`config.mk`:
```
export PLATFORM = sky130hd
export DESIGN_NAME = fill_arbiter
export DESIGN_NICKNAME = d
export VERILOG_FILES = /design/src/rtl/fill_arbiter_pkg.sv /design/src/rtl/rr_arbiter2.sv /design/src/rtl/fill_arbiter.sv
export SDC_FILE = /design/constraint.sdc
export NUM_CORES = 1
export LEC_CHECK = 0
export CORE_AREA = 5 5 102 104
export DETAILED_ROUTE_END_ITERATION = 10
export DIE_AREA = 0 0 107 109
export GPL_TIMING_DRIVEN = 0
export PLACE_DENSITY = 0.95
export SETUP_SLACK_MARGIN = 0.05
export SLEW_MARGIN = 40
export SYNTH_ARGS = -nofsm -noshare
export SYNTH_HDL_FRONTEND = slang
export SYNTH_SLANG_ARGS = --single-unit
```
`constraint.sdc`:
```
create_clock -name clk -period 6 [get_ports clk]
set_clock_uncertainty 0.15 [all_clocks]
set_input_delay 1.8 -clock clk [delete_from_list [all_inputs] [get_ports clk]]
set_output_delay 1.8 -clock clk [all_outputs]
set_load 0.02 [all_outputs]
```
`src/rtl/fill_arbiter_pkg.sv`:
```
`default_nettype none
// ============================================================================
//  Module      : fill_arbiter_pkg
//  Description : Shared constants and types for the DRAM-cache fill arbiter.
//                - Default AXI and cache geometry.
//                - FSM state encodings.
//                - Tag-word bit positions.
//                - AXI response code.
//  Revision    : 1.0 - initial release
// ============================================================================
package fill_arbiter_pkg;

    // Default geometry. A 32-bit address splits into:
    //   tag    : 16 bits [31:16]
    //   index  : 10 bits [15:6]
    //   offset :  6 bits [5:0]
    localparam int c_AXI_ADDR_WIDTH = 32;
    localparam int c_AXI_DATA_WIDTH = 32;
    localparam int c_AXI_ID_WIDTH   = 4;
    localparam int c_TAG_WIDTH      = 16;
    localparam int c_BLANK_WIDTH    = 2;
    localparam int c_TAG_SIZE       = 2 + c_TAG_WIDTH + c_BLANK_WIDTH;
    localparam int c_INDEX_WIDTH    = 10;
    localparam int c_OFFSET_WIDTH   = 6;

    // FSM encodings
    localparam logic [0:0] c_S_IDLE_ENC  = 1'b0;
    localparam logic [0:0] c_S_ISSUE_ENC = 1'b1;

    typedef enum logic [0:0] {
        S_IDLE  = c_S_IDLE_ENC,
        S_ISSUE = c_S_ISSUE_ENC
    } state_t;

    // Tag word layout, MSB first: {VALID, DIRTY, TAG, BLANK}
    localparam int c_VALID_BIT = c_TAG_SIZE - 1;
    localparam int c_DIRTY_BIT = c_TAG_SIZE - 2;

    localparam logic [1:0] c_AXI_RESP_OKAY = 2'b00;

endpackage : fill_arbiter_pkg
`default_nettype wire

```
`src/rtl/rr_arbiter2.sv`:
```
`default_nettype none
// ============================================================================
//  Module      : rr_arbiter2
//  Description : Two-requester round-robin arbiter.
//                - The priority pointer moves to the requester that was not
//                  served, but only when a grant is actually accepted.
//  Ports       : clk, rst   - clock, synchronous active-high reset
//                i_req[1:0] - request vector (bit 0 = fill, bit 1 = refill)
//                i_accept   - the current grant was taken this cycle
//                o_grant    - one-hot (or zero) grant vector
//  Revision    : 1.0 - initial release
// ============================================================================
module rr_arbiter2 (
    input  logic       clk,
    input  logic       rst,
    input  logic [1:0] i_req,
    input  logic       i_accept,
    output logic [1:0] o_grant
);

    // 0: requester 0 has priority; 1: requester 1 has priority
    logic r_ptr_q;
    logic w_ptr_d;

    always_comb begin
        o_grant = i_req;
        if (i_req[0] && i_req[1]) begin
            o_grant = r_ptr_q ? 2'b10 : 2'b01;
        end
    end

    // After serving requester 0 the pointer favours 1, and vice versa.
    always_comb begin
        w_ptr_d = r_ptr_q;
        if (i_accept) begin
            w_ptr_d = o_grant[0];
        end
    end

    always_ff @(posedge clk) begin
        if (rst) begin
            r_ptr_q <= 1'b0;
        end else begin
            r_ptr_q <= w_ptr_d;
        end
    end

endmodule : rr_arbiter2
`default_nettype wire

```
`src/rtl/fill_arbiter.sv`:
```
`default_nettype none
// ============================================================================
//  Module      : fill_arbiter
//  Description : Merges dirty fills (from the tag comparator) and clean
//                refills (from main memory) into single-beat AXI writes to
//                the DRAM-cache controller. The inline tag word is built
//                above the data line. Writes awaiting a B response are
//                counted.
//  Ports       : clk, rst                 - clock, sync active-high reset
//                fill_*   valid/ready/data - dirty write source {addr,data}
//                refill_* valid/ready/data - clean refill source {addr,data}
//                aw*, w*, b*              - AXI write channels (single beat)
//                busy_o                   - issuing, or writes outstanding
//                err_o                    - sticky error: non-OKAY or
//                                           unexpected B response
//  Revision    : 1.0 - initial release
// ============================================================================
module fill_arbiter
    import fill_arbiter_pkg::*;
#(
    parameter int ADDR_WIDTH      = c_AXI_ADDR_WIDTH,
    parameter int DATA_WIDTH      = c_AXI_DATA_WIDTH,
    parameter int ID_WIDTH        = c_AXI_ID_WIDTH,
    parameter int TAG_SIZE        = c_TAG_SIZE,
    parameter int TAG_WIDTH       = c_TAG_WIDTH,
    parameter int BLANK_WIDTH     = c_BLANK_WIDTH,
    parameter int INDEX_WIDTH     = c_INDEX_WIDTH,
    parameter int OFFSET_WIDTH    = c_OFFSET_WIDTH,
    parameter int AWID            = 0,
    parameter int MAX_OUTSTANDING = 4
) (
    input  logic                           clk,
    input  logic                           rst,
    input  logic                           fill_valid_i,
    output logic                           fill_ready_o,
    input  logic [ADDR_WIDTH+DATA_WIDTH-1:0] fill_data_i,
    input  logic                           refill_valid_i,
    output logic                           refill_ready_o,
    input  logic [ADDR_WIDTH+DATA_WIDTH-1:0] refill_data_i,
    output logic [ID_WIDTH-1:0]            awid_o,
    output logic [ADDR_WIDTH-1:0]          awaddr_o,
    output logic                           awvalid_o,
    input  logic                           awready_i,
    output logic [TAG_SIZE+DATA_WIDTH-1:0] wdata_o,
    output logic                           wlast_o,
    output logic                           wvalid_o,
    input  logic                           wready_i,
    input  logic [ID_WIDTH-1:0]            bid_i,
    input  logic [1:0]                     bresp_i,
    input  logic                           bvalid_i,
    output logic                           bready_o,
    output logic                           busy_o,
    output logic                           err_o
);

    localparam int c_CNT_W    = $clog2(MAX_OUTSTANDING) + 1;
    localparam int c_LINE_LSB = INDEX_WIDTH + OFFSET_WIDTH;

    // ------------------------------------------------------------------
    // Registered state
    // ------------------------------------------------------------------
    state_t                          r_state_q,       w_state_d;
    logic [ADDR_WIDTH-1:0]           r_awaddr_q,      w_awaddr_d;
    logic [TAG_SIZE+DATA_WIDTH-1:0]  r_wdata_q,       w_wdata_d;
    logic                            r_aw_done_q,     w_aw_done_d;
    logic                            r_w_done_q,      w_w_done_d;
    logic [c_CNT_W-1:0]              r_outstanding_q, w_outstanding_d;
    logic                            r_err_q,         w_err_d;

    // ------------------------------------------------------------------
    // Arbitration and source selection
    // ------------------------------------------------------------------
    logic [1:0]                      w_grant;
    logic                            w_eligible;
    logic                            w_idle;
    logic                            w_accept;
    logic                            w_sel_refill;
    logic [ADDR_WIDTH+DATA_WIDTH-1:0] w_src;
    logic [ADDR_WIDTH-1:0]           w_src_addr;
    logic [DATA_WIDTH-1:0]           w_src_data;
    logic [TAG_SIZE-1:0]             w_tag_word;
    logic                            w_aw_hs;
    logic                            w_w_hs;
    logic                            w_b_hs;

    assign w_idle     = (r_state_q == S_IDLE);
    assign w_eligible = (r_outstanding_q < c_CNT_W'(MAX_OUTSTANDING));

    rr_arbiter2 u_rr_arbiter2 (
        .clk      (clk),
        .rst      (rst),
        .i_req    ({refill_valid_i, fill_valid_i}),
        .i_accept (w_accept),
        .o_grant  (w_grant)
    );

    assign fill_ready_o   = w_idle && w_eligible && w_grant[0];
    assign refill_ready_o = w_idle && w_eligible && w_grant[1];
    assign w_accept       = (fill_ready_o && fill_valid_i) ||
                            (refill_ready_o && refill_valid_i);

    assign w_sel_refill = w_grant[1];
    assign w_src        = w_sel_refill ? refill_data_i : fill_data_i;
    assign w_src_addr   = w_src[ADDR_WIDTH+DATA_WIDTH-1:DATA_WIDTH];
    assign w_src_data   = w_src[DATA_WIDTH-1:0];

    // Fills carry modified data (dirty); refills are clean copies.
    assign w_tag_word = {1'b1, ~w_sel_refill,
                         w_src_addr[ADDR_WIDTH-1:c_LINE_LSB],
                         {BLANK_WIDTH{1'b0}}};

    // ------------------------------------------------------------------
    // AXI handshakes
    // ------------------------------------------------------------------
    assign awvalid_o = (r_state_q == S_ISSUE) && !r_aw_done_q;
    assign wvalid_o  = (r_state_q == S_ISSUE) && !r_w_done_q;
    assign w_aw_hs   = awvalid_o && awready_i;
    assign w_w_hs    = wvalid_o && wready_i;
    assign w_b_hs    = bvalid_i && bready_o;

    assign awid_o   = ID_WIDTH'(AWID);
    assign awaddr_o = r_awaddr_q;
    assign wdata_o  = r_wdata_q;
    assign wlast_o  = 1'b1;
    assign bready_o = 1'b1;
    assign busy_o   = !w_idle || (r_outstanding_q != '0);
    assign err_o    = r_err_q;

    // ------------------------------------------------------------------
    // Request FSM
    // ------------------------------------------------------------------
    always_comb begin
        w_state_d   = r_state_q;
        w_awaddr_d  = r_awaddr_q;
        w_wdata_d   = r_wdata_q;
        w_aw_done_d = r_aw_done_q;
        w_w_done_d  = r_w_done_q;
        case (r_state_q)
            S_IDLE: begin
                if (w_accept) begin
                    // Keep only the set index: the line lives at its set slot.
                    w_awaddr_d  = {{(ADDR_WIDTH-c_LINE_LSB){1'b0}},
                                   w_src_addr[c_LINE_LSB-1:OFFSET_WIDTH],
                                   {OFFSET_WIDTH{1'b0}}};
                    w_wdata_d   = {w_tag_word, w_src_data};
                    w_aw_done_d = 1'b0;
                    w_w_done_d  = 1'b0;
                    w_state_d   = S_ISSUE;
                end
            end
            S_ISSUE: begin
                if (w_aw_hs) begin
                    w_aw_done_d = 1'b1;
                end
                if (w_w_hs) begin
                    w_w_done_d = 1'b1;
                end
                if ((r_aw_done_q || w_aw_hs) && (r_w_done_q || w_w_hs)) begin
                    w_state_d = S_IDLE;
                end
            end
            default: begin
                w_state_d = S_IDLE;
            end
        endcase
    end

    // ------------------------------------------------------------------
    // Outstanding-write counter and sticky error
    // ------------------------------------------------------------------
    always_comb begin
        w_outstanding_d = r_outstanding_q;
        w_err_d         = r_err_q;
        if (w_b_hs && (bresp_i != c_AXI_RESP_OKAY)) begin
            w_err_d = 1'b1;
        end
        if (w_aw_hs && !w_b_hs) begin
            w_outstanding_d = r_outstanding_q + c_CNT_W'(1);
        end else if (w_b_hs && !w_aw_hs) begin
            // A response with nothing outstanding is flagged, not counted.
            if (r_outstanding_q == '0) begin
                w_err_d = 1'b1;
            end else begin
                w_outstanding_d = r_outstanding_q - c_CNT_W'(1);
            end
        end
    end

    always_ff @(posedge clk) begin
        if (rst) begin
            r_state_q       <= S_IDLE;
            r_awaddr_q      <= '0;
            r_wdata_q       <= '0;
            r_aw_done_q     <= 1'b0;
            r_w_done_q      <= 1'b0;
            r_outstanding_q <= '0;
            r_err_q         <= 1'b0;
        end else begin
            r_state_q       <= w_state_d;
            r_awaddr_q      <= w_awaddr_d;
            r_wdata_q       <= w_wdata_d;
            r_aw_done_q     <= w_aw_done_d;
            r_w_done_q      <= w_w_done_d;
            r_outstanding_q <= w_outstanding_d;
            r_err_q         <= w_err_d;
        end
    end

    // The B ID is not checked, and the line offset is discarded.
    logic w_unused;
    assign w_unused = ^{bid_i, w_src_addr[OFFSET_WIDTH-1:0]};

endmodule : fill_arbiter
`default_nettype wire

```
==> impl_metrics.tcl <==
set metrics [dict create \
    htreeDepth 3 \
    dieWidth_um 107 \
    cts_resized 0 \
    row_count 36 \
    setup_tns_ns 0 \
    grt_max_degree 12 \
    viasPerCell 5.580 \
    synth.yosys.seq_area_share_pct 37.27 \
    die_area_um2 11660 \
    slowest_stage "clkdlybuf4s50_1" \
    worstPathCellList "clkdlybuf4s50_1, and2b_1, clkbuf_2, nor3_1, clkdlybuf4s50_1" \
    p_per_area_nw_per_um2 267.8 \
    drv_cap 0 \
    synth_edf_count 0 \
    period_share_pct 93.35 \
    postRouteAntennaNets 0 \
    hpwlAfterDp_mm 11.20 \
    synth-seq-cells 68 \
    async_flop_share_pct 0 \
    hold_viol_final 0 \
    path_delay_family "buffers and inverters" \
    start_util_pct 38.61 \
    yosys.area.top_type_share_pct 37.27 \
    cpMostUsedCell "clkdlybuf4s50_1" \
    boundaryPins 237 \
    drt_first_pass_iters 5 \
    period_minus_slack_ns 5.601 \
    gr-total-overflow 0 \
    r2r_setup_slack_ns 3.47 \
    netlist_top_cells_area "dfxtp_1, a311oi_1, a21oi_1, o21ai_0, nand3_1" \
    min_from "err_o$_SDFF_PP0_" \
    postCtsSetupBuffers 0 \
    r2r_start "r_state_q$_SDFF_PP0_" \
    grt_pass1_vias 4510 \
    core_um2 9459 \
    cp_slowest_stage_delay_ns 0.64 \
    drive_gt1_share_pct 13.78 \
    setup_violations 0 \
    critical_path_class "in2out" \
    fp.dieH_um 109 \
    pre_cts_ws_ns 0.4192 \
    syn_area_um2 3652 \
    wl_per_cell_um 18.58 \
    grt_usage_pct 24.12 \
    max_slew_margin_pct 49.34 \
    cp.required_ns 4.05 \
    crit_path_start "fill_valid_i" \
    ys.flop_type "dfxtp_1" \
    cts_hold_buffers 0 \
    fin_nets 814 \
    critPathArrivalTime_ns 3.65 \
    cts_buffers 9 \
    path_clk_slew_ns 0.08 \
    antenna_cells 0 \
    ys_types 32 \
    leakage_nw 2.262 \
    outcome "completed" \
    hold_slack_ns 0.3333 \
    yosys_warnings 0 \
    clk_latency_ns 0.33 \
    ir_worst_vdd_v 0.0001637 \
    worstMarginPinSlew_ns 0.7599 \
    crit_path_end_kind "output port" \
    cts_sinks 68 \
    synth_largest_area_cell "dfxtp_1" \
    grt_antenna_before_repair 0 \
    fin_ws_ns 0.3987 \
    crit_fanout 10 \
    drcViolationCount 0 \
    synthCells 443 \
    portBuffers 188 \
    cts_tree "done" \
    cts_buffer_depth 2 \
    wl_mm 14.66 \
    hold_class "reg2reg" \
    vias 4403 \
    worst-path-buf-inv 3 \
    globalplace.congestion 0.8378 \
    timing.fmax_mhz 178.5 \
    grt_pass1_wl_mm 22.54 \
    rsz0062_at_grt "no" \
    drt_iter0_drc 234 \
    syn_area_per_cell_um2 8.244 \
    drv_slew 0 \
    syn_to_final_growth_pct 64.27 \
    clockRootBuffer "clkbuf_8" \
    worstSetupStartpointType "primary input" \
]
## final cells by class
class / count / area (um^2)
plain buffers: 82 / 496.7
clock buffers: 12 / 145.1
clock inverters: 4 / 72.57
fillers: 796 / 3460
inverters: 7 / 26.28
multi-input cells: 314 / 1873
flip-flops and latches: 68 / 1361
well taps: 114 / 142.6
repair buffers: 188 / 1882
## layer usage
layer  up-vias  share of wire, %  GRT usage, %  wire [um]
met5         -                 0             0          0
met2       250                51         42.58       7472
li1       2060                 -             -          -
met1      2069                38         28.52       5551
met4         0               1.8         8.311        267
met3        24               9.3         6.098       1366
## cells in the final DEF, fill, tap and decap left out
cell type          n
nor2_2             2
clkinvlp_4         1
and2b_1            1
o41ai_1            1
nor2_1             5
nand2b_1           2
clkbuf_8          10
nand2_1            7
a311oi_1          48
o21ai_1            1
ha_1               2
o21a_1             1
clkbuf_1          19
conb_1            30
or2_2              1
clkbuf_2           1
a31oi_1            2
clkdlybuf4s50_1  188
fa_1               1
a311oi_2          11
buf_2             27
or2_1              2
dfxtp_1           68
buf_6              5
or3_1              2
nand2b_2           1
o21ai_0           62
nor2b_1            3
bufinv_16          2
buf_1              1
xor2_1             1
clkinv_2           1
buf_4             31
a21oi_1           65
nor3_1             3
nand3_1           60
inv_1              7
## where the power goes
part	internal (W)	switching (W)	leakage, nW	total, W
Combinational	0.000297	0.000331	1.59	0.000627
Sequential	0.000517	0.0000401	0.565	0.000557
Clock	0.000246	0.000177	0.107	0.000423
Total	0.00106	0.000548	2.26	0.00161
## final timing paths
check                                         end  cells after the start
setup / recovery                   refill_ready_o                      5
hold / removal                   err_o$_SDFF_PP0_                      2
setup reg to reg  r_outstanding_q[2]$_SDFFE_PP0P_                      9
hold reg to reg                  err_o$_SDFF_PP0_                      2
## flip-flops by register name, indices dropped and copies added, names as in the netlist
register	count
awaddr_o	10
r_outstanding_q	3
u_rr_arbiter2.r_ptr_q	1
r_state_q	1
wdata_o	50
err_o	1
r_w_done_q	1
r_aw_done_q	1
## through the flow
stage	utilization [%]	area, um^2	instances	power [W]
after detailed placement	61.12	5782	773	0.001188
final	63.43	6000	789	0.001607
after global placement	61.12	5782	773	0.001168
after CTS	63.43	6000	789	0.001606
after global routing	63.43	6000	789	0.001682
after floorplan	-	3757	471	0.0008984
## Yosys cell counts (all sizes together), types with 3 or more instances
cell and number:
inv 7, clkbuf 18, o21ai 63, nand2b 3, a21oi 65, nor2 7
nand2 7, nor3 3, or2 3, a311oi 59, nor2b 3, buf 64
dfxtp 68, nand3 60
## tightest hold or removal path, stage by stage (launching register included)
cell and delay (ns):
dfxtp_1 0.32, inv_1 0.06, a31oi_1 0.06
## kinds of logic after synthesis
logic type / share of synthesized area [%]
buffers and inverters: 14.32
other: 0.2056
adders and majority gates: 1.233
AOI/OAI and AO/OA: 34.36
DFF: 37.27
and+or+nand+nor: 12.37
xor gates and xnor gates: 0.2399
Power figures use the tool's default switching activity.
